### src/rtl/inst_fetch_ctrl_pkg.sv
// Shared widths and state encoding for the instruction fetch controller.
package inst_fetch_ctrl_pkg;

    localparam int AddrLen  = 32;
    localparam int InstLen  = 32;
    localparam int ByteCntW = 2;

    typedef enum logic {
        FetchIdle = 1'b0,
        FetchBusy = 1'b1
    } fetch_state_t;

endpackage

### src/rtl/inst_fetch_ctrl_word_assembler.sv
// Four-byte little-endian capture register; o_word shows the stored bytes with i_byte overlaid on i_lane.
// Single-cycle capture when i_en; i_clr has priority and wipes partial words.
module inst_fetch_ctrl_word_assembler
    import inst_fetch_ctrl_pkg::*;
(
    input  logic                clk,
    input  logic                rst,
    input  logic                i_clr,
    input  logic                i_en,
    input  logic [ByteCntW-1:0] i_lane,
    input  logic [7:0]          i_byte,
    output logic [InstLen-1:0]  o_word
);

    logic [InstLen-1:0] r_word;
    logic [InstLen-1:0] w_merged;

    always_comb begin
        w_merged = r_word;
        w_merged[{i_lane, 3'b000} +: 8] = i_byte;
    end

    always_ff @(posedge clk or negedge rst) begin
        if (!rst) begin
            r_word <= '0;
        end else if (i_clr) begin
            r_word <= '0;
        end else if (i_en) begin
            r_word <= w_merged;
        end
    end

    // The merged view lets the last byte land in rom_data_o on the same edge it is captured.
    assign o_word = w_merged;

endmodule

### src/rtl/inst_fetch_ctrl.sv
// Instruction fetch responder: four byte reads on the 8-bit RAM bus assembled into a 32-bit word.
// Latency: request in cycle 0, rom_valid_o pulse in cycle 6; INST_FETCH_HIT_EN adds a one-entry word buffer (hit valid next cycle).
// Backpressure: rdy_in low freezes every register; an address change or dropped rom_ce_i aborts the fetch.
module inst_fetch_ctrl
    import inst_fetch_ctrl_pkg::*;
#(
    parameter int ADDR_W = AddrLen,
    parameter int DATA_W = InstLen
)(
    input  logic              clk,
    input  logic              rst,
    input  logic              rdy_in,
    input  logic              rom_ce_i,
    input  logic [ADDR_W-1:0] rom_addr_i,
    output logic [DATA_W-1:0] rom_data_o,
    output logic              rom_valid_o,
    output logic              busy_o,
    input  logic [7:0]        mem_din,
    output logic [ADDR_W-1:0] mem_a,
    output logic              mem_wr
);

    localparam logic [ADDR_W-1:0] WordMask = ~ADDR_W'(3);

    fetch_state_t        r_state;
    logic [ADDR_W-1:0]   r_base;
    logic [ADDR_W-1:0]   r_mem_a;
    logic [ByteCntW-1:0] r_cnt;
    logic                r_first;
    logic                r_valid;
    logic [DATA_W-1:0]   r_data;

    logic [ADDR_W-1:0]   w_req_base;
    logic                w_abort;
    logic                w_hit;
    logic                w_start;
    logic                w_capture;
    logic                w_last;
    logic [DATA_W-1:0]   w_hit_data;
    logic [DATA_W-1:0]   w_word;

    assign w_req_base = rom_addr_i & WordMask;
    assign w_abort    = !rom_ce_i || (w_req_base != r_base);
    assign w_start    = (r_state == FetchIdle) && rom_ce_i && !w_hit;
    // The first busy cycle only presents B on the bus; read data trails the address by one cycle.
    assign w_capture  = (r_state == FetchBusy) && !w_abort && !r_first;
    assign w_last     = w_capture && (r_cnt == ByteCntW'(3));

`ifdef INST_FETCH_HIT_EN
    logic [ADDR_W-1:0] r_tag;
    logic [DATA_W-1:0] r_tag_data;
    logic              r_tag_vld;

    assign w_hit      = r_tag_vld && (w_req_base == r_tag);
    assign w_hit_data = r_tag_data;

    always_ff @(posedge clk or negedge rst) begin
        if (!rst) begin
            r_tag      <= '0;
            r_tag_data <= '0;
            r_tag_vld  <= 1'b0;
        end else if (rdy_in && w_last) begin
            r_tag      <= r_base;
            r_tag_data <= w_word;
            r_tag_vld  <= 1'b1;
        end
    end
`else
    assign w_hit      = 1'b0;
    assign w_hit_data = '0;
`endif

    inst_fetch_ctrl_word_assembler u_asm (
        .clk    (clk),
        .rst    (rst),
        .i_clr  (rdy_in && w_start),
        .i_en   (rdy_in && w_capture),
        .i_lane (r_cnt),
        .i_byte (mem_din),
        .o_word (w_word)
    );

    always_ff @(posedge clk or negedge rst) begin
        if (!rst) begin
            r_state <= FetchIdle;
            r_base  <= '0;
            r_mem_a <= '0;
            r_cnt   <= '0;
            r_first <= 1'b0;
            r_valid <= 1'b0;
            r_data  <= '0;
        end else if (rdy_in) begin
            r_valid <= 1'b0;
            case (r_state)
                FetchIdle: begin
                    if (rom_ce_i && w_hit) begin
                        r_valid <= 1'b1;
                        r_data  <= w_hit_data;
                    end else if (w_start) begin
                        r_state <= FetchBusy;
                        r_base  <= w_req_base;
                        r_mem_a <= w_req_base;
                        r_cnt   <= '0;
                        r_first <= 1'b1;
                    end
                end
                FetchBusy: begin
                    if (w_abort) begin
                        r_state <= FetchIdle;
                    end else if (r_first) begin
                        r_first <= 1'b0;
                        r_mem_a <= r_mem_a + ADDR_W'(1);
                    end else begin
                        r_cnt <= r_cnt + ByteCntW'(1);
                        // Address stops at B+3 while the last two bytes drain.
                        if (r_cnt < ByteCntW'(2)) begin
                            r_mem_a <= r_mem_a + ADDR_W'(1);
                        end
                        if (w_last) begin
                            r_state <= FetchIdle;
                            r_valid <= 1'b1;
                            r_data  <= w_word;
                        end
                    end
                end
                default: r_state <= FetchIdle;
            endcase
        end
    end

    assign rom_data_o  = r_data;
    assign rom_valid_o = r_valid;
    assign busy_o      = (r_state == FetchBusy);
    assign mem_a       = r_mem_a;
    assign mem_wr      = 1'b0;

endmodule

### config.mk
export PLATFORM = sky130hd
export DESIGN_NAME = inst_fetch_ctrl
export DESIGN_NICKNAME = d
export VERILOG_FILES = /design/src/rtl/inst_fetch_ctrl_pkg.sv /design/src/rtl/inst_fetch_ctrl_word_assembler.sv /design/src/rtl/inst_fetch_ctrl.sv
export SDC_FILE = /design/constraint.sdc
export NUM_CORES = 1
export LEC_CHECK = 0
export ABC_AREA = 0
export CAP_MARGIN = 20
export CORE_AREA = 10 10 141 143
export CTS_BUF_LIST = sky130_fd_sc_hd__clkbuf_2
export DETAILED_ROUTE_END_ITERATION = 8
export DIE_AREA = 0 0 151 153
export SYNTH_ARGS = -nofsm -noshare
export SYNTH_HDL_FRONTEND = slang
export SYNTH_HIERARCHICAL = 1
export SYNTH_SLANG_ARGS = --single-unit
### constraint.sdc
create_clock -name clk -period 5.5 [get_ports clk]
set_input_delay 0.55 -clock clk [delete_from_list [all_inputs] [get_ports clk]]
set_output_delay 0.55 -clock clk [all_outputs]
set_load 0.005 [all_outputs]
==> impl_summary.log, run 1 <==
[metrics] Cell Area, Synth: 0.00670 mm²
[metrics] Power, Total: 2230 µW
[metrics] Setup crit end kind: register
[metrics] total I/O pin count: 111
[metrics] slack of the worst reg-to-reg path: 2320 ps
[metrics] result of the run: complete, no violations
[metrics] class of the worst hold path: in -> async
[metrics] most common cell after layout, fill and taps aside: nand2_1
[metrics] Max Fanout on Critical Path: 27
[metrics] final critical-path setup slack: 2320 ps
[metrics] total core area: 0.0171 mm²
[metrics] final hold viol count: 0
[metrics] final number of max-transition violations: 0
[metrics] CTS HTree Levels: 4
[metrics] maximum VDD drop: 0.000181 V
[metrics] portion of the post-synthesis area used by sequential elements: 0.489
[metrics] insertion delay of the later-clocked pin in the worst-skew pair: 720 ps
[metrics] Worst Path Buf+Inv: 1
[metrics] total number of vias: 5,726
[metrics] CTS Root Cell: clkbuf_2
[metrics] startpoint type of the worst setup path: register
[metrics] Power Dens Cells: 273 mW/mm²
[metrics] fraction of post-synthesis cell area in the top cell type by area: 0.489
[metrics] highest-count cells in the layout ignoring fill and taps: nand2_1 (141), dfrtp_1 (131), clkdlybuf4s50_1 (106)
[metrics] distinct cell type count of the synthesized netlist: 58
[metrics] minimum period implied by the final worst setup slack: 3180 ps
[metrics] gr usage total: 0.167
[metrics] post-placement setup slack: 1630 ps
[metrics] Num Clock Sinks: 131
[metrics] cell types with the largest area share after synthesis: dfrtp_1 (49%), nand2_1 (7.9%), mux2_2 (5.9%)
[metrics] Final #Nets: 851
[metrics] row count: 48
[metrics] Mapped Avg Cell Area: 9.40 µm²
[metrics] Placer Congestion: 0.837
[metrics] number of buffers added to fix hold violations after cts: 1
[metrics] async set or reset register ratio after synthesis: 1.00
[metrics] number of global-route vias before repair: 5,704
[metrics] die span in x: 151 µm
[metrics] starting utilization of the core area: 0.393
[metrics] gr ovfl total: 0
[metrics] clock slew at reported path FFs: 200 ps
[metrics] Die Footprint: 0.0231 mm²
[metrics] Post-synth EDFFs: 0
[metrics] launching point of the worst reg2reg path: busy_o$_DFFE_PN0P_
[metrics] Arr. time, crit path: 3800 ps
[metrics] first-pass GRT wire length: 30,800 µm
[metrics] post-CTS setup buffers: 0
[metrics] DRC violations left: 0
[metrics] number of design-rule violations left by the first detailed-router iteration: 474
[metrics] critical path, cell by cell: buf_4 > nand2_1 > a21oi_1 > nand3_1 > nand2_1 > a21oi_1 > a211oi_1
[metrics] ratio of cells with drive above 1 in the final layout: 0.106
[metrics] CTS tree: done
[metrics] Routed wire per std cell: 18.3 µm
[metrics] dpl hpwl: 13,300 µm
[metrics] Warnings, synthesis: 6
[metrics] # setup viols final: 0
[metrics] area grow syn2layout: 22.0%
[metrics] post-CTS sizing: 0
[metrics] max cap viols: 0
[metrics] via density per instance: 5.51
[metrics] FF+latch count, synth: 131
[metrics] cell family with the largest share of critical-path delay: simple AND/OR/NAND/NOR gates
[metrics] TritonCTS Buffers: 17
[metrics] number of instances in the synthesized netlist: 713
[metrics] crit path launch: busy_o$_DFFE_PN0P_
[metrics] Fill cells: 1,642
[metrics] Leakage: 0.00361 µW
[metrics] Routed Antenna Nets: 0
[metrics] Max Buffers Root-to-Sink: 2
[metrics] number of port buffers: 107
[metrics] terminus of the critical flop-to-flop path: mem_a[9]$_DFFE_PN0P_
[metrics] relative slew slack: 0.408
[metrics] required time of the critical path: 6110 ps
[metrics] maximum number of pins on one net before global-route repair: 82
[metrics] number of iterations in the first detailed-routing pass: 5
[metrics] Setup TNS: 0 ps
[metrics] net count after synthesis: 764
[metrics] Max stage delay on crit path: 880 ps
[metrics] number of cell instances on the worst register-to-register path: 7
[metrics] wire length reported by the detailed router: 19,100 µm
[metrics] critical path type: reg -> reg
[metrics] Synth Flop Type: dfrtp_1
[metrics] library cell contributing the largest single delay on the critical path: nand2_1
[metrics] maximum clock frequency: 314 MHz
[metrics] transition time at the pin with the least slew margin: 886 ps
[metrics] overall die height: 153 µm
[metrics] post-synthesis cell type with the largest combined area: dfrtp_1
[metrics] final critical-path share of the clock period: 0.579
[metrics] final setup skew: 30.1 ps
[metrics] setup repair after global routing missed its margin: false
[metrics] antenna violations before repair: 1
==> cell families (layout without fill, tap and decap cells) <==
kind of cell               count (synthesis)  count (layout)  synth area share
and+or+nand+nor                          287             287             0.204
AOI/OAI and AO/OA                        151             151             0.151
DFF                                      131             131             0.489
buffers and inverters                     69             169            0.0418
muxes                                     37              37            0.0618
xor gates and xnor gates                  30              30            0.0392
adders and majority gates                  7               7            0.0131
other                                      1               3          0.000560
==> cell usage after synthesis (all sizes together) (16+ instances only) <==
| cell | instances |
|---|---|
| nand2 | 141 |
| dfrtp | 131 |
| a21oi | 41 |
| nor2 | 40 |
| clkbuf | 35 |
| mux2 | 35 |
| xor2 | 30 |
| o21ai | 26 |
| a22o | 24 |
| nand4 | 23 |
| inv | 20 |
| nand3 | 18 |
| a32oi | 16 |
| o22ai | 16 |
==> through the flow <==
stage          cell area, µm²  cells  hold slack (ps)  utilization
4_1_cts                  8140   1036              311        0.477
3_3_place_gp             7900   1003              477        0.463
6_report                 8170   1040              370        0.479
3_5_place_dp             7900   1003              482        0.463
2_1_floorplan            6700    713              254            -
5_1_grt                  8170   1039              335        0.479
==> worst max path at each step <==
stage	endpoint	cells past startpoint	slack, ps
2_1_floorplan	u_asm/r_word[10]$_DFFE_PN0P_	10	2870
3_3_place_gp	mem_a[18]$_DFFE_PN0P_	8	1560
3_5_place_dp	mem_a[9]$_DFFE_PN0P_	8	1630
4_1_cts	mem_a[9]$_DFFE_PN0P_	7	2270
5_1_grt	mem_a[18]$_DFFE_PN0P_	7	1960
6_report	mem_a[9]$_DFFE_PN0P_	7	2320
==> cell type report <==
type                            count  area, µm²  share of cell area
Clock inverter                     14        140              0.0171
Timing Repair Buffer              116       1150               0.141
Sequential cell                   131       3280               0.401
Antenna cell                        2       5.00            0.000612
Tap cell                          225        282              0.0345
Inverter                           21       78.8             0.00965
Clock buffer                       18       90.1              0.0110
Multi-Input combinational cell    513       3150               0.385
==> layer usage <==
layer,routed length [µm],up-vias,track usage,share of wire
li1,-,2710,-,-
met1,8050,2784,0.209,0.42
met2,9190,208,0.266,0.48
met3,1530,24,0.0543,0.080
met4,280,0,0.0504,0.015
met5,0,-,0,0
==> where the power goes <==
group | switching, µW | leakage (µW) | internal [µW]
Combinational | 234 | 0.00177 | 237
Clock | 371 | 0.000135 | 206
Sequential | 122 | 0.00171 | 1060
Total | 727 | 0.00361 | 1510
==> registers in the layout, indices dropped and copies added (netlist names) <==
signal,flops
busy_o,1
mem_a,32
r_base,30
r_first,1
rom_valid_o,1
r_cnt,2
u_asm/r_word,32
rom_data_o,32
==> worst register-to-register path: stages, from the launching register on <==
cell	delay, ps
dfrtp_1	370
buf_4	320
nand2_1	140
a21oi_1	300
nand3_1	690
nand2_1	880
a21oi_1	150
a211oi_1	240
Note: power is estimated with default switching activity, not from simulation.
==> run 2, diff against run 1 <==
==> constraint.sdc (replaced) <==
create_clock -name clk -period 3.2 [get_ports clk]
set_input_delay 0.32 -clock clk [delete_from_list [all_inputs] [get_ports clk]]
set_output_delay 0.32 -clock clk [all_outputs]
set_load 0.005 [all_outputs]
==> run 2 against run 1 <==
Global-route usage increased by 0.11 points. Design area increased by 0.28%. Utilization increased by 0.13 points. Final cell count increased by 0.48%. Clock-buffer cell count unchanged. Clock skew increased by 6.7 ps. Sequential share of layout area decreased by 0.11 points. Worst hold slack got worse by 190 ps. Worst setup slack got worse by 1700 ps. Critical path type unchanged. Critical endpoint is now rom_data_o[11]$_DFFE_PN0P_. Largest cell class unchanged.
==> impl_summary.log, run 2 (synthesis gave the netlist of run 1 again) <==
[metrics] result of the run: complete, no violations
[metrics] Power, Total: 3800 µW
[metrics] starting utilization of the core area: 0.393
[metrics] class of the worst hold path: in -> async
[metrics] # setup viols final: 0
[metrics] relative slew slack: 0.471
[metrics] library cell contributing the largest single delay on the critical path: dfrtp_1
[metrics] highest-count cells in the layout ignoring fill and taps: nand2_1 (141), dfrtp_1 (131), clkdlybuf4s50_1 (106)
[metrics] max cap viols: 0
[metrics] Setup crit end kind: register
[metrics] Num Clock Sinks: 131
[metrics] first-pass GRT wire length: 31,200 µm
[metrics] total I/O pin count: 111
[metrics] Max Fanout on Critical Path: 14
[metrics] Placer Congestion: 0.867
[metrics] minimum period implied by the final worst setup slack: 2620 ps
[metrics] via density per instance: 5.57
[metrics] required time of the critical path: 3770 ps
[metrics] number of global-route vias before repair: 5,811
[metrics] launching point of the worst reg2reg path: r_cnt[0]$_DFFE_PN0P_
[metrics] dpl hpwl: 13,500 µm
[metrics] maximum VDD drop: 0.000353 V
[metrics] antenna violations before repair: 1
[metrics] total core area: 0.0171 mm²
[metrics] Fill cells: 1,640
[metrics] wire length reported by the detailed router: 19,500 µm
[metrics] post-layout instance area: 0.00819 mm²
[metrics] Final #Nets: 857
[metrics] worst hold slack across all endpoints: 183 ps
[metrics] area grow syn2layout: 22.3%
[metrics] final setup skew: 36.9 ps
[metrics] row count: 48
[metrics] maximum number of pins on one net before global-route repair: 86
[metrics] number of design-rule violations left by the first detailed-router iteration: 502
[metrics] startpoint type of the worst setup path: register
[metrics] terminus of the critical flop-to-flop path: rom_data_o[11]$_DFFE_PN0P_
[metrics] clock slew at reported path FFs: 210 ps
[metrics] Arr. time, crit path: 3190 ps
[metrics] final critical-path share of the clock period: 0.820
[metrics] number of cell instances on the worst register-to-register path: 6
[metrics] maximum clock frequency: 381 MHz
[metrics] ratio of cells with drive above 1 in the final layout: 0.109
[metrics] CTS Root Cell: clkbuf_2
[metrics] TritonCTS Buffers: 17
[metrics] gr usage total: 0.168
[metrics] final number of max-transition violations: 0
[metrics] gr ovfl total: 0
[metrics] Routed Antenna Nets: 0
[metrics] Setup TNS: 0 ps
[metrics] post-CTS sizing: 0
[metrics] Routed wire per std cell: 18.6 µm
[metrics] CTS HTree Levels: 4
[metrics] standard cell area after detailed placement: 0.00796 mm²
[metrics] CTS tree: done
[metrics] Max stage delay on crit path: 550 ps
[metrics] Power Dens Cells: 464 mW/mm²
[metrics] setup repair after global routing missed its margin: false
[metrics] DRC violations left: 0
[metrics] Leakage: 0.00364 µW
[metrics] transition time at the pin with the least slew margin: 794 ps
[metrics] overall die height: 153 µm
[metrics] insertion delay of the later-clocked pin in the worst-skew pair: 680 ps
[metrics] Die Footprint: 0.0231 mm²
[metrics] slack of the worst reg-to-reg path: 580 ps
[metrics] number of iterations in the first detailed-routing pass: 5
[metrics] final hold viol count: 0
[metrics] total number of vias: 5,819
[metrics] critical path, cell by cell: inv_1 > ha_1 > clkinv_1 > and4b_1 > a22o_1 > mux2_2
[metrics] most common cell after layout, fill and taps aside: nand2_1
[metrics] critical path type: reg -> reg
[metrics] number of port buffers: 107
[metrics] die span in x: 151 µm
[metrics] Max Buffers Root-to-Sink: 2
## run 2: cell count changes in the layout (fill, tap and decap cells not counted), sizes merged
cell      previous run  this run
buf                  9        15
clkinv              10        12
diode                2         1
clkinvlp             3         1
## run 2: power breakdown
| group | internal (µW) | total [µW] | switching (µW) |
|---|---|---|---|
| sequential | 1820 | 2040 | 216 |
| clock | 341 | 952 | 611 |
| combinational | 410 | 810 | 400 |
## run 2: cell type report
class / instances / area, µm² / share of cell area
antenna: 1 / 2.50 / 0.000305
multi-input combinational: 513 / 3150 / 0.384
clock buffer: 18 / 90.1 / 0.0110
inverter: 21 / 78.8 / 0.00962
tap: 225 / 282 / 0.0344
timing repair buffer: 122 / 1200 / 0.146
clock inverter: 14 / 120 / 0.0147
sequential: 131 / 3280 / 0.400
## run 2: per-layer routing
metal  part of all wire  wire length, µm  track usage
met4              0.014              276       0.0481
met2               0.48             9360        0.269
met3              0.076             1480       0.0487
met1               0.43             8350        0.214
met5                  0                0            0
## run 2: worst max-delay path: cells and delay by family (launching register included)
| kind | cells | cell delay [ps] |
|---|---|---|
| buffers and inverters | 2 | 580 |
| DFF | 1 | 550 |
| adders and majority gates | 1 | 490 |
| and+or+nand+nor | 1 | 400 |
| muxes | 1 | 260 |
| AOI/OAI and AO/OA | 1 | 240 |
## run 2: repair_timing
item | 4_1_cts | 5_1_grt
endpoints found under the setup margin | 0 | 0
hold endpoints to repair | 46 | 0
hold buffers | 1 | 0
setup buffers | 0 | 0
## run 2: worst max path at each step
stage                                start                            to  depth (start not counted)
floorplan           r_base[27]$_DFFE_PN0P_  u_asm/r_word[10]$_DFFE_PN0P_                         10
global placement            rom_addr_i[24]         mem_a[25]$_DFFE_PN0P_                          7
finish                r_cnt[0]$_DFFE_PN0P_    rom_data_o[11]$_DFFE_PN0P_                          6
CTS                   r_cnt[0]$_DFFE_PN0P_    rom_data_o[11]$_DFFE_PN0P_                          6
detailed placement          rom_addr_i[12]          mem_a[5]$_DFFE_PN0P_                          8
global route        r_base[20]$_DFFE_PN0P_  u_asm/r_word[24]$_DFFE_PN0P_                          9
## run 2: stage by stage
step	instances	setup WS, ps	util
floorplan	713	758	-
global placement	1010	299	0.467
detailed placement	1010	193	0.467
CTS	1043	622	0.480
global route	1044	451	0.480
finish	1045	578	0.480
